[src/rtl/fetch_pkg.sv]
// Shared types and constants for the instruction-fetch stage.
package fetch_pkg;

    typedef enum logic [1:0] {
        REQ,
        WAIT,
        KILL,
        HOLD
    } fetch_state_t;

    localparam logic [31:0] INSTR_BYTES = 32'd4;

    typedef struct packed {
        logic [31:0] ir;
        logic [31:0] npc;
    } if_entry_t;

endpackage

[src/rtl/fetch_skid.sv]
// One-entry skid buffer that parks a fetched instruction while decode is stalled.
module fetch_skid
    import fetch_pkg::*;
(
    input  logic      clk,
    input  logic      reset,
    input  logic      push,
    input  logic      pop,
    input  logic      flush,
    input  if_entry_t din,
    output if_entry_t dout,
    output logic      full
);

    // Flush wins over push so a redirect never leaves a stale entry behind.
    always_ff @(posedge clk or negedge reset) begin
        if (!reset) begin
            full <= 1'b0;
            dout <= '0;
        end else if (flush) begin
            full <= 1'b0;
        end else if (push) begin
            full <= 1'b1;
            dout <= din;
        end else if (pop) begin
            full <= 1'b0;
        end
    end

endmodule

[src/rtl/fetch_stage.sv]
// Instruction-fetch stage: PC, single-outstanding imem request, IF/ID register with skid.
// Optional perf counters are built when FETCH_PERF_CNT_EN is defined.
module fetch_stage
    import fetch_pkg::*;
#(
    parameter logic [31:0] RESET_PC = 32'h0000_0000
) (
    input  logic        clk,
    input  logic        reset,
    output logic        imem_req_valid,
    input  logic        imem_req_ready,
    output logic [31:0] imem_req_addr,
    input  logic        imem_rsp_valid,
    input  logic [31:0] imem_rsp_data,
    input  logic        redirect_valid,
    input  logic [31:0] redirect_pc,
    input  logic        if_id_stall,
    output logic        if_id_valid,
    output logic [31:0] if_id_ir,
    output logic [31:0] if_id_npc
`ifdef FETCH_PERF_CNT_EN
    ,
    output logic [31:0] perf_fetched,
    output logic [31:0] perf_stall
`endif
);

    fetch_state_t state_q;
    logic [31:0]  pc_q;
    logic [31:0]  req_pc_q;

    logic         out_free;
    logic         rsp_take;
    logic         skid_push;
    logic         skid_pop;
    logic         skid_full;
    if_entry_t    rsp_entry;
    if_entry_t    skid_entry;

    assign imem_req_valid = (state_q == REQ) && !redirect_valid;
    assign imem_req_addr  = pc_q;

    always_comb begin
        out_free      = !if_id_valid || !if_id_stall;
        rsp_take      = (state_q == WAIT) && imem_rsp_valid && !redirect_valid;
        rsp_entry.ir  = imem_rsp_data;
        rsp_entry.npc = req_pc_q + INSTR_BYTES;
        skid_push     = rsp_take && !out_free;
        skid_pop      = (state_q == HOLD) && skid_full && !if_id_stall && !redirect_valid;
    end

    fetch_skid u_skid (
        .clk   (clk),
        .reset (reset),
        .push  (skid_push),
        .pop   (skid_pop),
        .flush (redirect_valid),
        .din   (rsp_entry),
        .dout  (skid_entry),
        .full  (skid_full)
    );

    always_ff @(posedge clk or negedge reset) begin
        if (!reset) begin
            state_q     <= REQ;
            pc_q        <= RESET_PC;
            req_pc_q    <= '0;
            if_id_valid <= 1'b0;
            if_id_ir    <= '0;
            if_id_npc   <= '0;
        end else if (redirect_valid) begin
            // A request still in flight must be drained before the next one goes out.
            pc_q        <= redirect_pc;
            if_id_valid <= 1'b0;
            state_q     <= (state_q == WAIT && !imem_rsp_valid) ? KILL : REQ;
        end else begin
            unique case (state_q)
                REQ: begin
                    if (imem_req_ready) begin
                        req_pc_q <= pc_q;
                        pc_q     <= pc_q + INSTR_BYTES;
                        state_q  <= WAIT;
                    end
                end
                WAIT: begin
                    if (imem_rsp_valid) begin
                        state_q <= out_free ? REQ : HOLD;
                    end
                end
                KILL: begin
                    if (imem_rsp_valid) begin
                        state_q <= REQ;
                    end
                end
                HOLD: begin
                    if (!if_id_stall) begin
                        state_q <= REQ;
                    end
                end
                default: state_q <= REQ;
            endcase

            if (out_free) begin
                if (rsp_take) begin
                    if_id_valid <= 1'b1;
                    if_id_ir    <= rsp_entry.ir;
                    if_id_npc   <= rsp_entry.npc;
                end else if (skid_pop) begin
                    if_id_valid <= 1'b1;
                    if_id_ir    <= skid_entry.ir;
                    if_id_npc   <= skid_entry.npc;
                end else begin
                    if_id_valid <= 1'b0;
                end
            end
        end
    end

`ifdef FETCH_PERF_CNT_EN
    always_ff @(posedge clk or negedge reset) begin
        if (!reset) begin
            perf_fetched <= '0;
            perf_stall   <= '0;
        end else begin
            if (rsp_take) begin
                perf_fetched <= perf_fetched + 32'd1;
            end
            if (if_id_valid && if_id_stall) begin
                perf_stall <= perf_stall + 32'd1;
            end
        end
    end
`endif

endmodule

[config.mk]
export PLATFORM = sky130hd
export DESIGN_NAME = fetch_stage
export DESIGN_NICKNAME = d
export VERILOG_FILES = /design/src/rtl/fetch_pkg.sv /design/src/rtl/fetch_skid.sv /design/src/rtl/fetch_stage.sv
export SDC_FILE = /design/constraint.sdc
export NUM_CORES = 1
export LEC_CHECK = 0
export CORE_MARGIN = 5
export CORE_UTILIZATION = 33
export DETAILED_ROUTE_END_ITERATION = 8
export GPL_TIMING_DRIVEN = 0
export PLACE_DENSITY = 0.58
export SETUP_SLACK_MARGIN = 0.1
export SLEW_MARGIN = 25
export SYNTH_ARGS = -nofsm -noshare
export SYNTH_HDL_FRONTEND = slang
export SYNTH_SLANG_ARGS = --single-unit
[constraint.sdc]
create_clock -name clk -period 3 [get_ports clk]
set_clock_uncertainty 0.2 [all_clocks]
set_input_delay 0.45 -clock clk [delete_from_list [all_inputs] [get_ports clk]]
set_output_delay 0.45 -clock clk [all_outputs]
set_load 0.1 [all_outputs]
==> flow_metrics.env, run 1 <==
export IMPL_status="complete, no violations"
export IMPL_path_buf_inv=1
export IMPL_cp_depth=1
export IMPL_viasPerCell=5.03
export IMPL_diodes=0
export IMPL_clockBufferDepth=2
export IMPL_start_util_pct=33.6
export IMPL_dp_hpwl_mm=19.2
export IMPL_place_port_buffers=166
export IMPL_dp_slack_ns=-0.512
export IMPL_wire_per_inst_um=17.5
export IMPL_setup_slack_ns=0.193
export IMPL_synthDistinctLibCells=45
export IMPL_avgSynthCellArea_sq_um=9.81
export IMPL_max_stage_delay_ns=1.20
export IMPL_critPathMaxFanout=6
export IMPL_async_flop_share_pct=100
export IMPL_ys_flop_type="dfrtp_1"
export IMPL_grt_pass1_wl_mm=41.0
export IMPL_cts_tree="yes"
export IMPL_relSlewSlack_pct=29.0
export IMPL_fin_crit_sh_pct=93.6
export IMPL_cp_top_family="buffers and inverters"
export IMPL_gp_congestion=0.866
export IMPL_critical_path_required_ns=2.35
export IMPL_ys_warn_count=0
export IMPL_synth_edf_count=0
export IMPL_clock_latency_ns=0.43
export IMPL_max_slew_worst_pin_slew_ns=1.06
export IMPL_power_leakage_nw=4.79
export IMPL_finalHoldViolations=0
export IMPL_grt_max_degree=74
export IMPL_drtIter0Drc=534
export IMPL_hold_ws_ns=0.279
export IMPL_io_pins=168
export IMPL_grt_total_usage_pct=16.6
export IMPL_antenna_found_initial=0
export IMPL_synth_cells=927
export IMPL_first_global_vias=7233
export IMPL_yosys_register_bits=196
export IMPL_cts_clk_slew_worst_paths_ns=0.07
export IMPL_fp_row_count=60
export IMPL_hold_path_class="reg -> reg"
export IMPL_cts_root_buffer="clkbuf_16"
export IMPL_syn_to_final_growth_pct=30.7
export IMPL_setup_viol=0
export IMPL_wl_mm=25.7
export IMPL_cts_buffers=17
export IMPL_dr_total_vias=7385
export IMPL_synth_nets=999
export IMPL_die_w_um=176
export IMPL_drt_pass1_iterations=7
export IMPL_htreeDepth=4
export IMPL_layout_cells_most_common="dfrtp_1"
export IMPL_vdd_drop_max_uv=418
export IMPL_drv_cap=0
export IMPL_coreArea_sq_um=27000
export IMPL_rsz0062_at_grt="no"
export IMPL_seq_area_frac_synth_pct=54.0
export IMPL_power_density_nw_per_um2=1090
export IMPL_setup_worst_path_start_class="register"
export IMPL_end_kind="output pin"
export IMPL_antenna_left=0
export IMPL_overflow=0
export IMPL_critPathKind="reg -> out"
export IMPL_die_h_um=176
export IMPL_final_cell_area_sq_um=11900
export IMPL_dieArea_sq_um=31000
export IMPL_r2r_worst_path_cells=6
export IMPL_cp_cell_sequence="clkdlybuf4s50_1"
export IMPL_drc=0
export IMPL_crit_slowest_cell="clkdlybuf4s50_1"
export IMPL_hold_depth=2
export IMPL_mostFrequentLayoutCells="194 x dfrtp_1, 174 x nand2_1, 164 x clkdlybuf4s50_1"
export IMPL_period_needed_ns=2.81
export IMPL_synth_area_sq_um=9090
export IMPL_arrival_ns=2.16
export IMPL_final_util_pct=44.0
export IMPL_layout_nets=1186
export IMPL_fmax_ghz=0.356
export IMPL_place_area_sq_um=11200
export IMPL_drv_slew=0
export IMPL_final_layout_size_suffix_gt1_share_pct=11.4
export IMPL_cts_sinks=196
## Yosys cell counts, types with 10 or more instances
library cell | n | area share, %
dfrtp_1 | 196 | 54
nand2_1 | 174 | 7.2
o21ai_0 | 87 | 4.8
mux2_2 | 70 | 8.7
nor2_1 | 63 | 2.6
clkbuf_1 | 47 | 1.9
a31oi_1 | 39 | 2.7
nand3_1 | 36 | 2.0
nor3_1 | 31 | 1.7
xnor2_1 | 22 | 2.1
nand4_1 | 21 | 1.4
xor2_1 | 20 | 1.9
a21oi_1 | 14 | 0.77
inv_1 | 11 | 0.45
nor4_1 | 11 | 0.76
o211ai_1 | 10 | 0.83
## sequential cells by signal, indices dropped and copies added, names as in the netlist
signal and flops:
if_id_ir 32, if_id_npc 32, if_id_valid 1, imem_req_addr 32
req_pc_q 32, state_q 2, u_skid.dout 64, u_skid.full 1
## metrics by stage
step | setup TNS [ns] | total power [mW] | instances
after CTS | 0 | 13.1 | 1468
final | 0 | 13.0 | 1467
after floorplan | 0 | 8.90 | 927
after global placement | -1438.39 | 10.6 | 1434
after global routing | 0 | 13.6 | 1467
after detailed placement | -25.50 | 10.7 | 1436
## tightest hold or removal path, stage by stage (launching register included)
cell and delay (ns):
dfrtp_1 0.34, nand2_1 0.05, o21ai_0 0.06
## per-layer routing
layer  routed length [um]  global-route usage (%)
met5                    0                       0
met4                  308                    3.74
met3                 1460                    3.40
met2                11200                    25.2
met1                12800                    24.5
## kinds of logic (layout without fill, tap and decap cells)
logic type | count (synthesis) | in the layout | synth area share (%)
buffers and inverters | 68 | 267 | 2.96
AOI/OAI and AO/OA | 164 | 164 | 10.4
xor gates and xnor gates | 42 | 42 | 4.05
adders and majority gates | 2 | 2 | 0.275
muxes | 72 | 72 | 8.89
DFF | 196 | 196 | 54.0
and+or+nand+nor | 383 | 383 | 19.5
## repair_timing
action / 4_1_cts / 5_1_grt
gates resized for setup: 5 / 7
gates cloned: 0 / 0
hold endpoints to repair: 71 / 0
endpoints found under the setup margin: 11 / 75
pin swaps: 0 / 0
buffers inserted: 0 / 0
hold buffers: 1 / 0
## final cells by class
| cell class | count | area, sq um |
|---|---|---|
| clock inverter | 13 | 164 |
| tap | 341 | 427 |
| sequential | 196 | 4910 |
| timing repair buffer | 169 | 1730 |
| fill | 2668 | 15100 |
| multi-input combinational | 663 | 3940 |
| inverter | 12 | 45.0 |
| buffer | 55 | 224 |
| clock buffer | 18 | 439 |
## power breakdown
group	internal (mW)	leakage (nW)	switching, mW	total, mW
Sequential	3.54	2.47	0.721	4.26
Clock	1.28	0.294	1.09	2.36
Combinational	1.68	2.02	4.66	6.35
Total	6.50	4.79	6.47	13.0
## path summary, 6_finish.rpt
| path | slack, ns | start | to |
|---|---|---|---|
| min | 0.28 | u_skid.dout[26] | u_skid.dout[26] |
| max reg2reg | 0.23 | state_q[1] | imem_req_addr[31] |
| max in group asynchronous | 1.48 | reset | u_skid.full |
| min reg2reg | 0.28 | u_skid.dout[26] | u_skid.dout[26] |
| min in group asynchronous | 0.36 | reset | if_id_ir[9] |
| max | 0.19 | imem_req_addr[2] | imem_req_addr[2] |
No activity file was read; power rests on OpenSTA's default activity.
==> run 2: changes to the inputs <==
--- a/config.mk
+++ b/config.mk
@@ -5,12 +5,13 @@
 export SDC_FILE = /design/constraint.sdc
 export NUM_CORES = 1
 export LEC_CHECK = 0
+export CORE_ASPECT_RATIO = 0.75
 export CORE_MARGIN = 5
 export CORE_UTILIZATION = 33
+export CTS_CLUSTER_DIAMETER = 40
 export DETAILED_ROUTE_END_ITERATION = 8
 export GPL_TIMING_DRIVEN = 0
 export PLACE_DENSITY = 0.58
-export SETUP_SLACK_MARGIN = 0.1
 export SLEW_MARGIN = 25
 export SYNTH_ARGS = -nofsm -noshare
 export SYNTH_HDL_FRONTEND = slang
==> run 2 against run 1 <==
Routed wire length up 3.0%. Final area up 0.11%. Total power up 0.57%. Clock power about the same. Global-route usage up 0.58 points. Cell count up 0.82%. Critical path depth up 4. First-iteration DRC count up 6.9%. Fmax down 2.5%. Utilization about the same. Via count up 0.99%. Largest power group unchanged.
==> flow_metrics.env, run 2 (synthesis results as in run 1) <==
export IMPL_status="complete, no violations"
export IMPL_dieArea_sq_um=31000
export IMPL_drv_cap=0
export IMPL_fin_crit_sh_pct=96.0
export IMPL_coreArea_sq_um=27100
export IMPL_cp_cell_sequence="clkbuf_1 > or3b_2 > nor2_1 > buf_2 > mux2_2"
export IMPL_vdd_drop_max_uv=732
export IMPL_setup_viol=0
export IMPL_clock_latency_ns=0.44
export IMPL_dp_hpwl_mm=19.8
export IMPL_antenna_left=0
export IMPL_viasPerCell=5.04
export IMPL_postCtsSetupBuffers=0
export IMPL_grt_total_usage_pct=17.2
export IMPL_antenna_found_initial=0
export IMPL_layout_cells_most_common="dfrtp_1"
export IMPL_drv_slew=0
export IMPL_die_h_um=154
export IMPL_final_layout_size_suffix_gt1_share_pct=11.0
export IMPL_htreeDepth=4
export IMPL_die_w_um=202
export IMPL_drc=0
export IMPL_gp_congestion=0.861
export IMPL_dp_slack_ns=-0.480
export IMPL_setup_slack_ns=0.120
export IMPL_largest_register_ff_count=64
export IMPL_final_cell_area_sq_um=11900
export IMPL_diodes=0
export IMPL_max_slew_worst_pin_slew_ns=1.04
export IMPL_fillCellCount=2654
export IMPL_regMostFlops="u_skid.dout"
export IMPL_cts_sinks=196
export IMPL_cp_top_family="simple AND/OR/NAND/NOR gates"
export IMPL_path_buf_inv=2
export IMPL_grt_max_degree=86
export IMPL_crit_slowest_cell="nor2_1"
export IMPL_cp_depth=5
export IMPL_r2r_worst_path_cells=5
export IMPL_multi_input_area_sq_um=3930
export IMPL_drtIter0Drc=571
export IMPL_critical_path_required_ns=3.11
export IMPL_power_density_nw_per_um2=1100
export IMPL_r2r_start="state_q[0]"
export IMPL_cts_tree="yes"
export IMPL_end_kind="register"
export IMPL_dr_total_vias=7458
export IMPL_r2r_end="req_pc_q[12]"
export IMPL_critPathMaxFanout=10
export IMPL_first_global_vias=7313
export IMPL_relSlewSlack_pct=30.3
export IMPL_crit_end="req_pc_q[12]"
export IMPL_io_pins=168
export IMPL_max_stage_delay_ns=0.63
export IMPL_overflow=0
export IMPL_hold_path_class="reg -> reg"
export IMPL_place_area_sq_um=11300
export IMPL_worst_r2r_setup_slack_ns=0.12
export IMPL_layoutNonFillerInstCount=1479
export IMPL_setup_worst_path_start_class="register"
export IMPL_start_util_pct=33.6
export IMPL_critPathKind="reg -> reg"
export IMPL_power_leakage_nw=4.79
export IMPL_cts_buffers=17
export IMPL_final_util_pct=43.9
export IMPL_clockBufferDepth=2
export IMPL_fmax_ghz=0.347
export IMPL_rsz0062_at_grt="no"
export IMPL_place_port_buffers=166
export IMPL_worstSetupStartpoint="state_q[0]"
export IMPL_cts_root_buffer="clkbuf_16"
export IMPL_layout_nets=1187
export IMPL_arrival_ns=2.99
export IMPL_dp_cells=1446
export IMPL_period_needed_ns=2.88
export IMPL_syn_to_final_growth_pct=30.8
export IMPL_ff_latch_area_sq_um=4900
export IMPL_wire_per_inst_um=17.9
export IMPL_fp_row_count=52
export IMPL_wl_mm=26.5
export IMPL_cts_clk_slew_worst_paths_ns=0.08
export IMPL_drt_pass1_iterations=5
export IMPL_finalHoldViolations=0
export IMPL_mostFrequentLayoutCells="196 x dfrtp_1, 174 x nand2_1, 164 x clkdlybuf4s50_1"
export IMPL_grt_pass1_wl_mm=42.7
export IMPL_hold_ws_ns=0.278
-- run 2: final cells by class --
type / count / share of cell area (%)
clock inverters: 15 / 1.59
plain buffers: 56 / 1.91
well taps: 351 / 3.69
flip-flops and latches: 196 / 41.2
multi-input cells: 663 / 33.0
inverters: 12 / 0.379
clock buffers: 17 / 3.58
repair buffers: 169 / 14.6
-- run 2: per-stage QoR --
step	power (mW)	TNS (ns)
after floorplan	8.90	0
after global placement	10.7	-1442.98
after detailed placement	10.7	-14.56
after CTS	13.1	0
after global routing	13.7	0
final	13.0	0
-- run 2: what timing repair did --
item	in CTS	in global routing
resized for setup	4	5
setup endpoints to repair	1	34
hold buffers	1	0
hold endpoints to repair	41	0
-- run 2: worst min-delay path by stage --
| stage | startpoint | end | depth (start not counted) |
|---|---|---|---|
| floorplan | reset | if_id_ir[0] | 0 |
| global placement | u_skid.dout[21] | u_skid.dout[21] | 2 |
| detailed placement | reset | if_id_npc[28] | 1 |
| CTS | u_skid.dout[20] | u_skid.dout[20] | 1 |
| global route | if_id_npc[20] | if_id_npc[20] | 2 |
| finish | u_skid.dout[20] | u_skid.dout[20] | 1 |
-- run 2: metal layers --
metal | share of wire [%] | vias up | global-route usage (%)
met2 | 42 | 188 | 23.9
met5 | 0 | - | 0
met4 | 0.59 | 0 | 3.42
met1 | 53 | 3629 | 27.4
met3 | 5.1 | 12 | 3.45
li1 | - | 3629 | -
-- run 2: power breakdown --
| part | total, mW | internal [mW] | switching, mW |
|---|---|---|---|
| logic | 6.38 | 1.68 | 4.69 |
| clock network | 2.39 | 1.27 | 1.12 |
| registers | 4.28 | 3.53 | 0.744 |
| total | 13.0 | 6.49 | 6.56 |
